File: config.mk
export PLATFORM = sky130hd
export DESIGN_NAME = riscv_memory_hs
export DESIGN_NICKNAME = d
export VERILOG_FILES = /design/src/rtl/riscv_memory_hs_pkg.sv /design/src/rtl/riscv_memory_hs_load_formatter.sv /design/src/rtl/riscv_memory_hs.sv
export SDC_FILE = /design/constraint.sdc
export NUM_CORES = 1
export LEC_CHECK = 0
export BUFFER_PORTS_ARGS = -buffer_cell sky130_fd_sc_hd__buf_2
export CAP_MARGIN = 0
export CORE_AREA = 2 2 164 166
export CTS_CLUSTER_DIAMETER = 60
export DETAILED_ROUTE_END_ITERATION = 8
export DIE_AREA = 0 0 166 168
export HOLD_SLACK_MARGIN = 0.02
export SYNTH_ARGS = -nofsm -noshare
export SYNTH_HDL_FRONTEND = slang
export SYNTH_SLANG_ARGS = --single-unit
File: constraint.sdc
create_clock -name i_clk -period 4.9 [get_ports i_clk]
set_input_delay 0 -clock i_clk [delete_from_list [all_inputs] [get_ports i_clk]]
set_output_delay 0 -clock i_clk [all_outputs]
set_load 0.03 [all_outputs]
File: src/rtl/riscv_memory_hs_pkg.sv
// Shared encodings for the memory stage: funct3 load/store sizes, FSM states,
// default load timeout and the access-alignment helper.
package riscv_memory_hs_pkg;

  localparam logic [2:0] F3_B  = 3'b000;
  localparam logic [2:0] F3_H  = 3'b001;
  localparam logic [2:0] F3_W  = 3'b010;
  localparam logic [2:0] F3_D  = 3'b011;
  localparam logic [2:0] F3_BU = 3'b100;
  localparam logic [2:0] F3_HU = 3'b101;
  localparam logic [2:0] F3_WU = 3'b110;

  localparam logic [0:0] ST_IDLE     = 1'b0;
  localparam logic [0:0] ST_WAIT_RSP = 1'b1;

  localparam int DEFAULT_TIMEOUT = 255;

  // funct3[1:0] is log2 of the access size in bytes
  function automatic logic misaligned(input logic [2:0] f3, input logic [2:0] low);
    case (f3[1:0])
      2'd0:    return 1'b0;
      2'd1:    return low[0];
      2'd2:    return |low[1:0];
      default: return |low;
    endcase
  endfunction

endpackage

File: src/rtl/riscv_memory_hs_load_formatter.sv
// Load alignment: shift the bus word down to the addressed byte, then sign- or
// zero-extend according to funct3.
module riscv_memory_hs_load_formatter
  import riscv_memory_hs_pkg::*;
#(
  parameter int XLEN = 32,
  parameter int OFFW = $clog2(XLEN/8)
) (
  input  logic [XLEN-1:0] rdata,
  input  logic [OFFW-1:0] offset,
  input  logic [2:0]      funct3,
  output logic [XLEN-1:0] result
);

  logic [XLEN-1:0] sh;

  always_comb begin
    sh = rdata >> {offset, 3'b000};
    case (funct3)
      F3_B:    result = XLEN'($signed(sh[7:0]));
      F3_H:    result = XLEN'($signed(sh[15:0]));
      F3_W:    result = XLEN'($signed(sh[31:0]));
      F3_BU:   result = XLEN'(sh[7:0]);
      F3_HU:   result = XLEN'(sh[15:0]);
      F3_WU:   result = XLEN'(sh[31:0]);
      F3_D:    result = sh;
      default: result = sh;
    endcase
  end

endmodule

File: src/rtl/riscv_memory_hs.sv
// Pipelined memory stage with a gnt/rvalid data-bus handshake, load timeout,
// misalignment detection and the MEM/WB pipeline register.
module riscv_memory_hs
  import riscv_memory_hs_pkg::*;
#(
  parameter int XLEN    = 32,
  parameter int TIMEOUT = DEFAULT_TIMEOUT
) (
  input  logic              i_clk,
  input  logic              i_rst,
  input  logic              i_valid_m,
  input  logic              i_reg_write_m,
  input  logic              i_mem_read_m,
  input  logic              i_mem_write_m,
  input  logic [1:0]        i_result_src_m,
  input  logic [2:0]        i_funct3_m,
  input  logic [XLEN-1:0]   i_alu_result_m,
  input  logic [XLEN-1:0]   i_write_data_m,
  input  logic [XLEN-1:0]   i_pc_plus_4m,
  input  logic [XLEN-1:0]   i_ext_imm_m,
  input  logic [4:0]        i_rd_m,
  output logic              o_bus_req,
  output logic              o_bus_we,
  output logic [XLEN-1:0]   o_bus_addr,
  output logic [XLEN-1:0]   o_bus_wdata,
  output logic [XLEN/8-1:0] o_bus_be,
  input  logic              i_bus_gnt,
  input  logic              i_bus_rvalid,
  input  logic [XLEN-1:0]   i_bus_rdata,
  output logic              o_stall_m,
  output logic              o_misalign,
  output logic              o_timeout,
  output logic [XLEN-1:0]   o_fault_addr,
  output logic              o_valid_w,
  output logic              o_reg_write_w,
  output logic [1:0]        o_result_src_w,
  output logic [XLEN-1:0]   o_alu_result_w,
  output logic [XLEN-1:0]   o_read_data_w,
  output logic [XLEN-1:0]   o_pc_plus_4w,
  output logic [XLEN-1:0]   o_ext_imm_w,
  output logic [4:0]        o_rd_w
);

  localparam int BEW  = XLEN/8;
  localparam int OFFW = $clog2(BEW);

  typedef struct packed {
    logic            valid;
    logic            reg_write;
    logic [1:0]      result_src;
    logic [XLEN-1:0] alu_result;
    logic [XLEN-1:0] read_data;
    logic [XLEN-1:0] pc_plus_4;
    logic [XLEN-1:0] ext_imm;
    logic [4:0]      rd;
  } memwb_t;

  logic [0:0]      state, state_nxt;
  logic [7:0]      cnt;
  logic [OFFW-1:0] off;
  logic            mem_op, mis, is_st, in_idle, in_wait, to_hit, fault;
  logic [XLEN-1:0] ld_data;
  memwb_t          wb_d, wb_q;

  assign off     = i_alu_result_m[OFFW-1:0];
  assign mem_op  = i_valid_m & (i_mem_read_m | i_mem_write_m);
  assign is_st   = i_mem_write_m;
  assign in_idle = (state == ST_IDLE);
  assign in_wait = (state == ST_WAIT_RSP);
  assign mis     = mem_op & misaligned(i_funct3_m, i_alu_result_m[2:0]);
  // Response data arriving on the timeout cycle takes precedence
  assign to_hit  = in_wait & ~i_bus_rvalid & (cnt == 8'(TIMEOUT));
  assign fault   = (in_idle & mis) | to_hit;

  assign o_bus_req  = in_idle & mem_op & ~mis;
  assign o_bus_we   = o_bus_req & is_st;
  assign o_bus_addr = {i_alu_result_m[XLEN-1:OFFW], OFFW'(0)};
  assign o_stall_m  = in_wait ? ~(i_bus_rvalid | to_hit)
                              : (o_bus_req & ~(is_st & i_bus_gnt));

  always_comb begin
    o_bus_wdata = i_write_data_m;
    o_bus_be    = '1;
    case (i_funct3_m[1:0])
      2'd0: begin
        o_bus_wdata = {BEW{i_write_data_m[7:0]}};
        o_bus_be    = BEW'(1) << off;
      end
      2'd1: begin
        o_bus_wdata = {(XLEN/16){i_write_data_m[15:0]}};
        o_bus_be    = BEW'(3) << off;
      end
      2'd2: begin
        o_bus_wdata = {(XLEN/32){i_write_data_m[31:0]}};
        o_bus_be    = BEW'(15) << off;
      end
      default: ;
    endcase
  end

  always_comb begin
    state_nxt = state;
    case (state)
      ST_IDLE: if (o_bus_req & ~is_st & i_bus_gnt) state_nxt = ST_WAIT_RSP;
      default: if (i_bus_rvalid | to_hit)          state_nxt = ST_IDLE;
    endcase
  end

  riscv_memory_hs_load_formatter #(.XLEN(XLEN), .OFFW(OFFW)) u_fmt (
    .rdata  (i_bus_rdata),
    .offset (off),
    .funct3 (i_funct3_m),
    .result (ld_data)
  );

  always_comb begin
    wb_d.valid      = i_valid_m & ~fault;
    wb_d.reg_write  = i_valid_m & i_reg_write_m & ~fault;
    wb_d.result_src = i_result_src_m;
    wb_d.alu_result = i_alu_result_m;
    wb_d.read_data  = ld_data;
    wb_d.pc_plus_4  = i_pc_plus_4m;
    wb_d.ext_imm    = i_ext_imm_m;
    wb_d.rd         = i_rd_m;
  end

  always_ff @(posedge i_clk or posedge i_rst) begin
    if (i_rst) begin
      state        <= ST_IDLE;
      cnt          <= '0;
      o_misalign   <= 1'b0;
      o_timeout    <= 1'b0;
      o_fault_addr <= '0;
      wb_q         <= '0;
    end else begin
      state      <= state_nxt;
      cnt        <= in_idle ? 8'd0 : cnt + 8'd1;
      o_misalign <= in_idle & mis;
      o_timeout  <= to_hit;
      if (fault) o_fault_addr <= i_alu_result_m;
      if (o_stall_m) begin
        wb_q.valid     <= 1'b0;
        wb_q.reg_write <= 1'b0;
      end else begin
        wb_q <= wb_d;
      end
    end
  end

  assign o_valid_w      = wb_q.valid;
  assign o_reg_write_w  = wb_q.reg_write;
  assign o_result_src_w = wb_q.result_src;
  assign o_alu_result_w = wb_q.alu_result;
  assign o_read_data_w  = wb_q.read_data;
  assign o_pc_plus_4w   = wb_q.pc_plus_4;
  assign o_ext_imm_w    = wb_q.ext_imm;
  assign o_rd_w         = wb_q.rd;

endmodule

==> metrics.txt <==
outcome=finished clean; IO buf count=417; r2r endpoint=o_reg_write_w$_DFF_PP0_; CTS Sinks=180; crit path cell chain=ha_1 -> nand2_1 -> o311ai_2 -> o21a_2 -> buf_4 -> and4_1 -> dlygate4sd3_1; syn avg cell area=13.6 um^2; CP max-delay cell=dlygate4sd3_1; P per Cell Area=between 300 and 400 nW/um^2; CP Class=flop to flop; H-tree levels=4; share of layout cells above drive strength 1=56.3%; total gr overflow=0; crit path launch type=flop; final wirelength=25.7 mm; DR iter-0 viols=219; TNS Setup=0 ns; Tot GR Track Use=between 10% and 20%; DR pass1 iterations=4; Pleak=roughly 6.2 nW; asr flop ratio synth=between 90% and 100%; CP max FO=34; fmax=0.381 GHz; combinational group share of total power=31.1%; Unique masters post-synth=between 40 and 50; Final setup viols=0; initial antenna violation count=0; fin crit period=2.62 ns; Clk pwr share=a little under a third; Post-Synth Adder-Cell Area=0.881%; CP peak stage delay=between 0.5 and 0.6 ns; CTS root buffer=clkbuf_16; detailed placement HPWL=18.2 mm; Post-Synth Simple-Gate Area=a little under 5%; vias per cell=4.67; via count=about 7k; GP Congestion=roughly 0.8; DRC=0; number of buffers created by CTS=17; RSZ-0062 raised after global routing=false; Starting Density=32.4%; Post-Synth XOR/XNOR Area=0.411%; clock skew=0.0190 ns; Hold Path Origin=i_bus_rdata[23]; Post-Syn Area=between 8000 and 9000 um^2; CTS tree=yes; Slew Viols, Final=0; vias in the first global route=7171; Post-CTS Setup Inserts=0; routed wire length per instance=about 18 um; Worst Hold End=o_read_data_w[15]$_DFFE_PP0N_; period utilisation layout=between 50 and 60%; Sw Share=between 30% and 40%; Slew @ Worst Pin=1.11 ns; Flop pwr share=38.6%; top cell type by total area after synthesis=dfrtp_1; ANT cells=0; cell family with most CP delay=buffers and inverters; site row count=60; CP required=5.25 ns; total core area=26400 um^2; post-layout util=47.0%; Pint=approximately 2.9 mW; Max-cap violations=0; top_reg_cell synth=dfrtp_1; Post-DRT Antenna Nets=0; hold path depth=4; largest net degree at the start of global routing=107; largest family of logic cells by synthesized area=multiplexers; Post-synth EDFFs=0; synthesis-to-layout area growth=45.3%; Worst Reg2Reg Path Length in Cells=7; post-synth top area share=52.8%; crit path buf inv count=2; leading post-synthesis cells by cell area=dfrtp_1 53%, mux2_2 14%, mux2_4 10%; Setup crit end kind=flop; post-synthesis sequential area ratio=52.8%; FF-to-FF Start=cnt[0]$_DFF_PP0_; Seq cells post-synth=180; Synth top cells by count=180 x dfrtp_1, 108 x mux2_2, 59 x mux2_4, 41 x buf_4, 26 x mux2i_1; worst min-delay path class=input pin to flop; cells after synthesis=629; r2r setup slk=~2.3 ns; P_sw=about 1.7 mW; clk slew on worst S/H paths=0.07 ns; global-route wire length before repair=approximately 40 mm; Rel. slew slack=26.0%; Final Hold Vio Count=0; Die ar.=27900 um^2; Yosys Warn Count=0; Top Ports=between 400 and 500; clock latency on the worst-skew pair=between 0.4 and 0.5 ns; Final nets=about 1.3k; most common cell in the synthesized netlist=dfrtp_1; Die W=166 um; Max VDD drop=0.266 mV; Max clock buf depth=2; die height=roughly 170 um; CP arrival=~3.0 ns; CP Depth=7; post-synthesis mux area share=between 20 and 30%; Synth Area in Compound Gates=6.24%
state kept, by name (all words and copies together) (netlist names), 2 cells and up:
name,cells
o_alu_result_w,32
o_ext_imm_w,32
o_fault_addr,32
o_pc_plus_4w,32
o_read_data_w,32
cnt,8
o_rd_w,5
o_result_src_w,2
routing by layer:
layer / GRT usage [%] / vias to the layer above / routed length, um
met2: 32.0 / 297 / 13200
met4: 7.03 / 0 / 751
li1: - / 3153 / -
met1: 21.3 / 3364 / 9940
met5: 0 / - / 0
met3: 4.94 / 35 / 1830
logic make-up after synthesis:
group	Yosys count
xor gates and xnor gates	4
AOI/OAI and AO/OA	71
other	1
buffers and inverters	93
and+or+nand+nor	81
adders and majority gates	6
muxes	193
DFF	180
cell usage in the layout (no fill, tap or decap), types with 2 or more instances in the layout:
cell type / instances
a211o_1: 9
a211oi_1: 9
a21oi_1: 19
a22o_1: 8
a22oi_1: 8
and2_1: 2
buf_2: 417
buf_4: 5
clkbuf_16: 17
clkinv_8: 7
conb_1: 2
dfrtp_1: 180
dlygate4sd3_1: 117
ha_1: 6
inv_1: 13
inv_12: 2
inv_6: 2
inv_8: 3
mux2_2: 108
mux2_4: 59
mux2i_1: 26
nand2_1: 21
nand2b_1: 2
nand3_1: 3
nor2_1: 21
nor2b_1: 9
nor3_1: 2
o21ai_0: 2
o21bai_1: 2
o2bb2ai_1: 8
or2_2: 2
or3_1: 11
xnor2_1: 2
xor2_1: 2
area by class of cell:
| class | instances | area (um^2) |
|---|---|---|
| flip-flops and latches | 180 | 4500 |
| clock buffers | 17 | 425 |
| multi-input cells | 357 | 3440 |
| well taps | 341 | 427 |
| clock inverters | 15 | 199 |
| fillers | 2421 | 14000 |
| inverters | 16 | 72.6 |
| repair buffers | 540 | 3320 |
how the worst max path moves through the flow:
stage / from / endpoint / slack, ns
2_1_floorplan: i_rst / cnt[0]$_DFF_PP0_ / 0.01
3_3_place_gp: i_funct3_m[1] / o_rd_w[1]$_DFFE_PP0N_ / 2.21
3_5_place_dp: i_funct3_m[1] / o_alu_result_w[18]$_DFFE_PP0N_ / 2.19
4_1_cts: cnt[0]$_DFF_PP0_ / o_stall_m / 2.23
5_1_grt: cnt[0]$_DFF_PP0_ / o_reg_write_w$_DFF_PP0_ / 2.08
6_report: cnt[0]$_DFF_PP0_ / o_reg_write_w$_DFF_PP0_ / 2.28
repair_timing:
| action | in CTS | in global routing |
|---|---|---|
| resized for setup | 0 | 0 |
| hold buffers | 117 | 0 |
| endpoints found under the hold margin | 249 | 0 |
worst register-to-register path, cell delays in order, from the launching register on:
cell and delay (ns):
dfrtp_1 0.39, ha_1 0.24, nand2_1 0.13, o311ai_2 0.31
o21a_2 0.24, buf_4 0.44, and4_1 0.26, dlygate4sd3_1 0.55
stage by stage:
stage          worst slack [ns]  power, mW  hold slack (ns)  instance area (um^2)  instances
6_report                   2.28       4.65           0.0492                 12400       1466
4_1_cts                    2.23       4.71           0.0309                 12400       1466
5_1_grt                    2.08       4.86           0.0637                 12400       1466
3_3_place_gp               2.21       3.19            0.215                 10600       1317
2_1_floorplan            0.0130       2.77           0.0981                  8530        630
3_5_place_dp               2.19       3.21            0.207                 10600       1317
power by group through the flow:
stage	clock (mW)	combinational, mW	sequential [mW]
2_1_floorplan	0	0.540	2.23
3_3_place_gp	0	1.37	1.82
3_5_place_dp	0	1.39	1.82
4_1_cts	1.45	1.46	1.80
5_1_grt	1.51	1.53	1.83
6_report	1.41	1.45	1.80
Note: power is estimated with default switching activity, not from simulation.
